==> src/rtl/alu_pkg.sv <==
// Shared encodings for the ALU issue slot: ALU selects, RV32I major opcodes,
// branch kinds and the slot state.
package alu_pkg;

    localparam logic [3:0] ALU_ADD   = 4'd0;
    localparam logic [3:0] ALU_SUB   = 4'd1;
    localparam logic [3:0] ALU_PASSB = 4'd2;
    localparam logic [3:0] ALU_SLL   = 4'd3;
    localparam logic [3:0] ALU_SRL   = 4'd4;
    localparam logic [3:0] ALU_SRA   = 4'd5;
    localparam logic [3:0] ALU_XOR   = 4'd6;
    localparam logic [3:0] ALU_OR    = 4'd7;
    localparam logic [3:0] ALU_AND   = 4'd8;
    localparam logic [3:0] ALU_SLT   = 4'd9;
    localparam logic [3:0] ALU_SLTU  = 4'd10;

    localparam logic [6:0] OPC_OP     = 7'b0110011;
    localparam logic [6:0] OPC_OPIMM  = 7'b0010011;
    localparam logic [6:0] OPC_LUI    = 7'b0110111;
    localparam logic [6:0] OPC_AUIPC  = 7'b0010111;
    localparam logic [6:0] OPC_LOAD   = 7'b0000011;
    localparam logic [6:0] OPC_STORE  = 7'b0100011;
    localparam logic [6:0] OPC_JAL    = 7'b1101111;
    localparam logic [6:0] OPC_JALR   = 7'b1100111;
    localparam logic [6:0] OPC_BRANCH = 7'b1100011;

    typedef enum logic [2:0] {
        BR_NONE, BR_EQ, BR_NE, BR_LT, BR_GE, BR_LTU, BR_GEU, BR_JUMP
    } br_kind_e;

    typedef enum logic {SLOT_EMPTY, SLOT_FULL} slot_state_e;

endpackage

==> src/rtl/imm_gen.sv <==
// RV32I immediate extraction: every format decoded in parallel, sign-extended.
module imm_gen (
    input  logic [31:0] i_instr,
    output logic [31:0] o_imm_i,
    output logic [31:0] o_imm_s,
    output logic [31:0] o_imm_b,
    output logic [31:0] o_imm_u,
    output logic [31:0] o_imm_j
);
    assign o_imm_i = {{20{i_instr[31]}}, i_instr[31:20]};
    assign o_imm_s = {{20{i_instr[31]}}, i_instr[31:25], i_instr[11:7]};
    assign o_imm_b = {{19{i_instr[31]}}, i_instr[31], i_instr[7], i_instr[30:25], i_instr[11:8], 1'b0};
    assign o_imm_u = {i_instr[31:12], 12'b0};
    assign o_imm_j = {{11{i_instr[31]}}, i_instr[31], i_instr[19:12], i_instr[20], i_instr[30:21], 1'b0};
endmodule

==> src/rtl/alu_issue.sv <==
// Single-entry ALU issue slot: decodes RV32I operands into a registered slot
// and resolves branches/jumps one cycle after the slot transfers.
module alu_issue
    import alu_pkg::*;
#(
    parameter int XLEN = 32
) (
    input  logic            clk,
    input  logic            rst,
    input  logic            in_valid,
    output logic            in_ready,
    input  logic [31:0]     in_instr,
    input  logic [XLEN-1:0] in_pc,
    input  logic [XLEN-1:0] in_rs1,
    input  logic [XLEN-1:0] in_rs2,
    output logic            out_valid,
    input  logic            out_ready,
    output logic [XLEN-1:0] out_op1,
    output logic [XLEN-1:0] out_op2,
    output logic [3:0]      out_alu_sel,
    output logic            out_illegal,
    input  logic [XLEN-1:0] alu_res,
    input  logic            alu_zero,
    input  logic            flush,
    output logic            br_valid,
    output logic            br_taken,
    output logic [XLEN-1:0] br_target
);
    // Handshake: a beat moves on a rising edge when valid & ready are both high;
    // valid never depends on ready, and a presented entry holds until taken.
    slot_state_e     r_state;
    logic [XLEN-1:0] r_op1, r_op2, r_tgt, r_br_target;
    logic [3:0]      r_sel;
    logic            r_ill, r_br_valid, r_br_taken;
    br_kind_e        r_kind;

    logic [31:0]     w_imm_i, w_imm_s, w_imm_b, w_imm_u, w_imm_j;
    logic [XLEN-1:0] w_op1, w_op2, w_tgt, w_jalr_sum;
    logic [3:0]      w_sel;
    logic            w_ill, w_acc, w_xfer, w_taken;
    br_kind_e        w_kind;
    logic [6:0]      w_opc, w_f7;
    logic [2:0]      w_f3;

    imm_gen u_imm_gen (
        .i_instr (in_instr),
        .o_imm_i (w_imm_i),
        .o_imm_s (w_imm_s),
        .o_imm_b (w_imm_b),
        .o_imm_u (w_imm_u),
        .o_imm_j (w_imm_j)
    );

    assign w_opc      = in_instr[6:0];
    assign w_f3       = in_instr[14:12];
    assign w_f7       = in_instr[31:25];
    assign w_jalr_sum = in_rs1 + w_imm_i;

    always_comb begin
        w_op1  = '0;
        w_op2  = '0;
        w_sel  = ALU_ADD;
        w_ill  = 1'b0;
        w_kind = BR_NONE;
        w_tgt  = '0;
        case (w_opc)
            OPC_OP: begin
                w_op1 = in_rs1;
                w_op2 = in_rs2;
                w_ill = (w_f7 != 7'h00) && !((w_f7 == 7'h20) && (w_f3 == 3'd0 || w_f3 == 3'd5));
                case (w_f3)
                    3'd0:    w_sel = w_f7[5] ? ALU_SUB : ALU_ADD;
                    3'd1:    w_sel = ALU_SLL;
                    3'd2:    w_sel = ALU_SLT;
                    3'd3:    w_sel = ALU_SLTU;
                    3'd4:    w_sel = ALU_XOR;
                    3'd5:    w_sel = w_f7[5] ? ALU_SRA : ALU_SRL;
                    3'd6:    w_sel = ALU_OR;
                    default: w_sel = ALU_AND;
                endcase
            end
            OPC_OPIMM: begin
                w_op1 = in_rs1;
                w_op2 = w_imm_i;
                case (w_f3)
                    3'd0: w_sel = ALU_ADD;
                    3'd1: begin
                        w_sel = ALU_SLL;
                        w_op2 = {27'b0, in_instr[24:20]};
                        w_ill = (w_f7 != 7'h00);
                    end
                    3'd2: w_sel = ALU_SLT;
                    3'd3: w_sel = ALU_SLTU;
                    3'd4: w_sel = ALU_XOR;
                    3'd5: begin
                        w_sel = w_f7[5] ? ALU_SRA : ALU_SRL;
                        w_op2 = {27'b0, in_instr[24:20]};
                        w_ill = (w_f7 != 7'h00) && (w_f7 != 7'h20);
                    end
                    3'd6:    w_sel = ALU_OR;
                    default: w_sel = ALU_AND;
                endcase
            end
            OPC_LUI: begin
                w_sel = ALU_PASSB;
                w_op2 = w_imm_u;
            end
            OPC_AUIPC: begin
                w_op1 = in_pc;
                w_op2 = w_imm_u;
            end
            OPC_LOAD: begin
                w_op1 = in_rs1;
                w_op2 = w_imm_i;
                w_ill = (w_f3 == 3'd3) || (w_f3 == 3'd6) || (w_f3 == 3'd7);
            end
            OPC_STORE: begin
                w_op1 = in_rs1;
                w_op2 = w_imm_s;
                w_ill = (w_f3 > 3'd2);
            end
            OPC_JAL, OPC_JALR: begin
                w_op1  = in_pc;
                w_op2  = 32'd4;
                w_kind = BR_JUMP;
                w_tgt  = (w_opc == OPC_JAL) ? in_pc + w_imm_j : {w_jalr_sum[XLEN-1:1], 1'b0};
                w_ill  = (w_opc == OPC_JALR) && (w_f3 != 3'd0);
            end
            OPC_BRANCH: begin
                w_op1 = in_rs1;
                w_op2 = in_rs2;
                w_tgt = in_pc + w_imm_b;
                case (w_f3)
                    3'd0:    begin w_sel = ALU_SUB;  w_kind = BR_EQ;  end
                    3'd1:    begin w_sel = ALU_SUB;  w_kind = BR_NE;  end
                    3'd4:    begin w_sel = ALU_SLT;  w_kind = BR_LT;  end
                    3'd5:    begin w_sel = ALU_SLT;  w_kind = BR_GE;  end
                    3'd6:    begin w_sel = ALU_SLTU; w_kind = BR_LTU; end
                    3'd7:    begin w_sel = ALU_SLTU; w_kind = BR_GEU; end
                    default: w_ill = 1'b1;
                endcase
            end
            default: w_ill = 1'b1;
        endcase
        if (w_ill) begin
            w_op1  = '0;
            w_op2  = '0;
            w_sel  = ALU_ADD;
            w_kind = BR_NONE;
            w_tgt  = '0;
        end
    end

    // Ordered compares come from the ALU's SLT/SLTU bit so signed overflow is handled.
    always_comb begin
        case (r_kind)
            BR_EQ:          w_taken = alu_zero;
            BR_NE:          w_taken = !alu_zero;
            BR_LT, BR_LTU:  w_taken = alu_res[0];
            BR_GE, BR_GEU:  w_taken = !alu_res[0];
            BR_JUMP:        w_taken = 1'b1;
            default:        w_taken = 1'b0;
        endcase
    end

    assign in_ready    = ((r_state == SLOT_EMPTY) || out_ready) && !flush && !rst;
    assign w_acc       = in_valid && in_ready;
    assign w_xfer      = (r_state == SLOT_FULL) && out_ready;
    assign out_valid   = (r_state == SLOT_FULL);
    assign out_op1     = r_op1;
    assign out_op2     = r_op2;
    assign out_alu_sel = r_sel;
    assign out_illegal = r_ill;
    assign br_valid    = r_br_valid;
    assign br_taken    = r_br_taken;
    assign br_target   = r_br_target;

    always_ff @(posedge clk or posedge rst) begin
        if (rst) begin
            r_state     <= SLOT_EMPTY;
            r_op1       <= '0;
            r_op2       <= '0;
            r_sel       <= ALU_ADD;
            r_ill       <= 1'b0;
            r_kind      <= BR_NONE;
            r_tgt       <= '0;
            r_br_valid  <= 1'b0;
            r_br_taken  <= 1'b0;
            r_br_target <= '0;
        end else begin
            r_br_valid <= 1'b0;
            if (flush) begin
                r_state <= SLOT_EMPTY;
            end else begin
                if (w_xfer && (r_kind != BR_NONE)) begin
                    r_br_valid  <= 1'b1;
                    r_br_taken  <= w_taken;
                    r_br_target <= r_tgt;
                end
                if (w_acc) begin
                    r_state <= SLOT_FULL;
                    r_op1   <= w_op1;
                    r_op2   <= w_op2;
                    r_sel   <= w_sel;
                    r_ill   <= w_ill;
                    r_kind  <= w_kind;
                    r_tgt   <= w_tgt;
                end else if (w_xfer) begin
                    r_state <= SLOT_EMPTY;
                end
            end
        end
    end

endmodule

==> config.mk <==
export PLATFORM = sky130hd
export DESIGN_NAME = alu_issue
export DESIGN_NICKNAME = d
export VERILOG_FILES = /design/src/rtl/alu_pkg.sv /design/src/rtl/imm_gen.sv /design/src/rtl/alu_issue.sv
export SDC_FILE = /design/constraint.sdc
export NUM_CORES = 1
export LEC_CHECK = 0
export CORE_MARGIN = 4
export CORE_UTILIZATION = 46
export DETAILED_ROUTE_END_ITERATION = 12
export PLACE_DENSITY = 0.78
export SLEW_MARGIN = 20
export SYNTH_ARGS = -nofsm -noshare
export SYNTH_HDL_FRONTEND = slang
export SYNTH_SLANG_ARGS = --single-unit
export TNS_END_PERCENT = 5
==> constraint.sdc <==
create_clock -name clk -period 4.7 [get_ports clk]
set_clock_uncertainty 0.2 [all_clocks]
set_input_delay 1.175 -clock clk [delete_from_list [all_inputs] [get_ports clk]]
set_output_delay 1.175 -clock clk [all_outputs]
set_load 0.05 [all_outputs]
==> run_results.csv <==
group,metric,value,unit
synth,netlist_instances,1250,
pwr,p_total,0.00362,W
run,max_cap_viol_count,0,
pwr,ir_drop,0.000232,V
drt,dr.pass1.iters,7,
outcome,status,"complete, no violations",
die,core,0.0229,mm^2
synth,synth_edf_count,0,
worst_setup_path,cp_data_required_time,4.80,ns
global_routing,grt_use_met1,41.8,%
final_layout,drive_above_1_share,10.4,%
synth,ys_ff_latch,139,
cts,cts_tree,"yes",
drt,drt-initial-drc-count,1086,
cts,h-tree-depth,4,
pwr,power_density,251,mW/mm^2
drt,via_per_inst,6.12,
synth,ys_types,77,
synth,synth.cell_area,0.0108,mm^2
synth,synth_top_family_by_area,"compound AO/OA/AOI/OAI gates",
place,place.gp.congestion,0.978,
cts,clock_sinks,139,
place,dp.cells,1786,
cts,post_cts.repair.setup_buffers,0,
global_routing,top_usage_layer,"met2",
worst_setup_path,critPathLaunchType,"input port",
synth,synth.top_cell.area_share,32.1,%
cts,hold_buffers,0,
sta,max_freq,232,MHz
die,die_h,161,um
worst_setup_path,r2r_cells,7,
die,ios,271,
drt,avgRoutedWirePerCell,21.2,um
final_layout,regArea,0.00348,mm^2
drt,drc,0,
sta,hold_violations,0,
cts,root_buffer,"clkbuf_16",
sta,tightestPinTransition,1.01,ns
die,start_util,47.3,%
sta,finalSetupTns,0,ns
cts,cts.reportedPaths.clkPinSlew,0.07,ns
cts,cts_buffers,17,
synth,async_reset_ff_share,100,%
global_routing,gr-total-overflow,0,
synth,synth_common_cells,"nand2_1, dfrtp_1, a21oi_1, clkbuf_1, ha_1",
sta,grt_setup_unrepaired,"false",
drt,ant_nets,0,
synth,seq_area_frac_synth,32.1,%
synth,muxShareOfSynthArea,4.30,%
synth,synthAdderAreaFrac,8.99,%
die,die_w,161,um
pwr,leakagePower,6.17,nW
global_routing,grt_start_max_net_pins,140,
final_layout,fill_cells,1947,
cts,worst_skew_pair.late_latency,0.42,ns
cts,cts.path.max_buffers,2,
global_routing,grt_pass1_wl,60.7,mm
drt,num_vias,11200,
drt,drt_wl_total,38.7,mm
place,dp_hpwl,30.1,mm
synth,synth_compound_area_share,31.0,%
synth,syn_nets,1492,
global_routing,use_met3,4.77,%
synth,yosysTopAreaCell,"dfrtp_1",
final_layout,multi_input_area,0.00699,mm^2
final_layout,num-nets-final,1734,
final_layout,area_growth,33.4,%
final_layout,final_util,63.1,%
sta,final.period_utilization,91.7,%
die,die_area,0.0261,mm^2
synth,ys_top_cells_by_area,"dfrtp_1, ha_1, nand2_1, o31ai_1, a21o_1",
die,rows,55,
worst_setup_path,r2r-end,"r_tgt[26]",
worst_setup_path,end_kind,"flip-flop",
synth,synth.avg_cell_area,8.67,um^2
place,portBuffers,239,
worst_setup_path,arrival,4.41,ns
sta,setup_violations,0,
worst_setup_path,critPathCapture,"r_tgt[21]",
sta,drv_slew,0,
worst_setup_path,r2r_setup_slack,2.14,ns
worst_setup_path,path_max_fanout,3,
synth,synth.most_common_cell,"nand2_1",
global_routing,grt_pass1_vias,10900,
global_routing,met2_usage,44.3,%
global_routing,grt_usage,29.2,%
sta,relSlewSlack,32.8,%
worst_setup_path,critical_path_class,"input port to flip-flop",
global_routing,antenna_found_initial,4,
synth,ys.warnings.count,0,
final_layout,final_cells,1822,
min_path,hp-class,"flip-flop to flip-flop",
cts,cts_resized,0,
synth,synth_top_flop_cell,"dfrtp_1",
sta,period_needed,4.31,ns
synth,synthSimpleGateAreaFrac,13.9,%
worst_setup_path,r2r-start,"out_valid",
synth,synth_xor_area_share,5.98,%
worst_setup_path,critical_path.startpoint,"in_pc[1]",
[cell type report]
class | instances | share of cell area [%]
inverter | 18 | 0.494
tap | 313 | 2.71
antenna | 4 | 0.0693
multi-input combinational | 1010 | 48.4
timing repair buffer | 306 | 20.2
sequential | 139 | 24.1
clock inverter | 15 | 1.18
clock buffer | 17 | 2.94
[report_power, final]
part / total (W) / switching, W / internal [W]
Clock: 0.00139 / 0.000634 / 0.000760
Sequential: 0.00120 / 0.00000325 / 0.00120
Combinational: 0.00102 / 0.000582 / 0.000443
[worst min-delay path by stage]
stage / startpoint / endpoint / slack (ns) / cells past startpoint
after floorplan: r_tgt[1] / r_tgt[1] / 0.24 / 2
after global placement: r_tgt[3] / r_tgt[3] / 0.26 / 2
after detailed placement: r_tgt[2] / r_tgt[2] / 0.26 / 2
after CTS: r_tgt[2] / r_tgt[2] / 0.28 / 2
after global routing: out_op1[0] / out_op1[0] / 0.31 / 2
final: r_tgt[2] / r_tgt[2] / 0.27 / 2
[kinds of logic (layout without fill, tap and decap cells)]
group,after synthesis,count (layout)
AOI/OAI and AO/OA,490,490
muxes,42,42
adders and majority gates,76,76
DFF,139,139
buffers and inverters,101,356
and+or+nand+nor,328,328
xor gates and xnor gates,74,74
other,0,4
[cells in the final DEF (no fill, tap or decap), types with 35 or more instances in the layout]
master / netlist / routed
a21o_1: 55 / 55
a21oi_1: 77 / 77
a22oi_1: 50 / 50
buf_4: 0 / 66
clkdlybuf4s50_1: 0 / 237
dfrtp_1: 139 / 139
ha_1: 73 / 73
mux2_2: 35 / 35
nand2_1: 166 / 164
nor2_1: 59 / 59
o21ai_0: 58 / 58
o21ai_1: 41 / 40
o31ai_1: 57 / 57
xnor2_1: 43 / 43
[state kept, by name, summed over array words and instances, names as in the netlist]
register and flops:
out_op2 32, r_tgt 32, br_taken 1, out_illegal 1, br_valid 1, r_kind 3
out_op1 32, out_alu_sel 4, out_valid 1, br_target 32
[worst max-delay path: stages]
cell	delay, ns
clkdlybuf4s50_1	0.48
ha_1	0.27
fa_1	0.41
a211oi_1	0.36
o21ai_1	0.15
a31oi_1	0.34
o21ai_1	0.17
a2111o_1	0.41
nand2_1	0.12
xnor2_1	0.08
a221oi_1	0.38
nor2_1	0.07
[stage by stage]
step                      cell area (um^2)  hold slack, ns  setup WS (ns)
final                                14400           0.272          0.390
after global routing                 14400           0.305          0.224
after CTS                            14400           0.277          0.483
after detailed placement             13800           0.261         0.0445
after global placement               13800           0.255         0.0733
after floorplan                      10800           0.243          0.653
[metal layers]
layer  vias up  wire [um]
li1       5213          -
met1      5302      17300
met2       552      16900
met3        89       3140
met4         0       1370
met5         -          0
No activity file was read; power rests on OpenSTA's default activity.
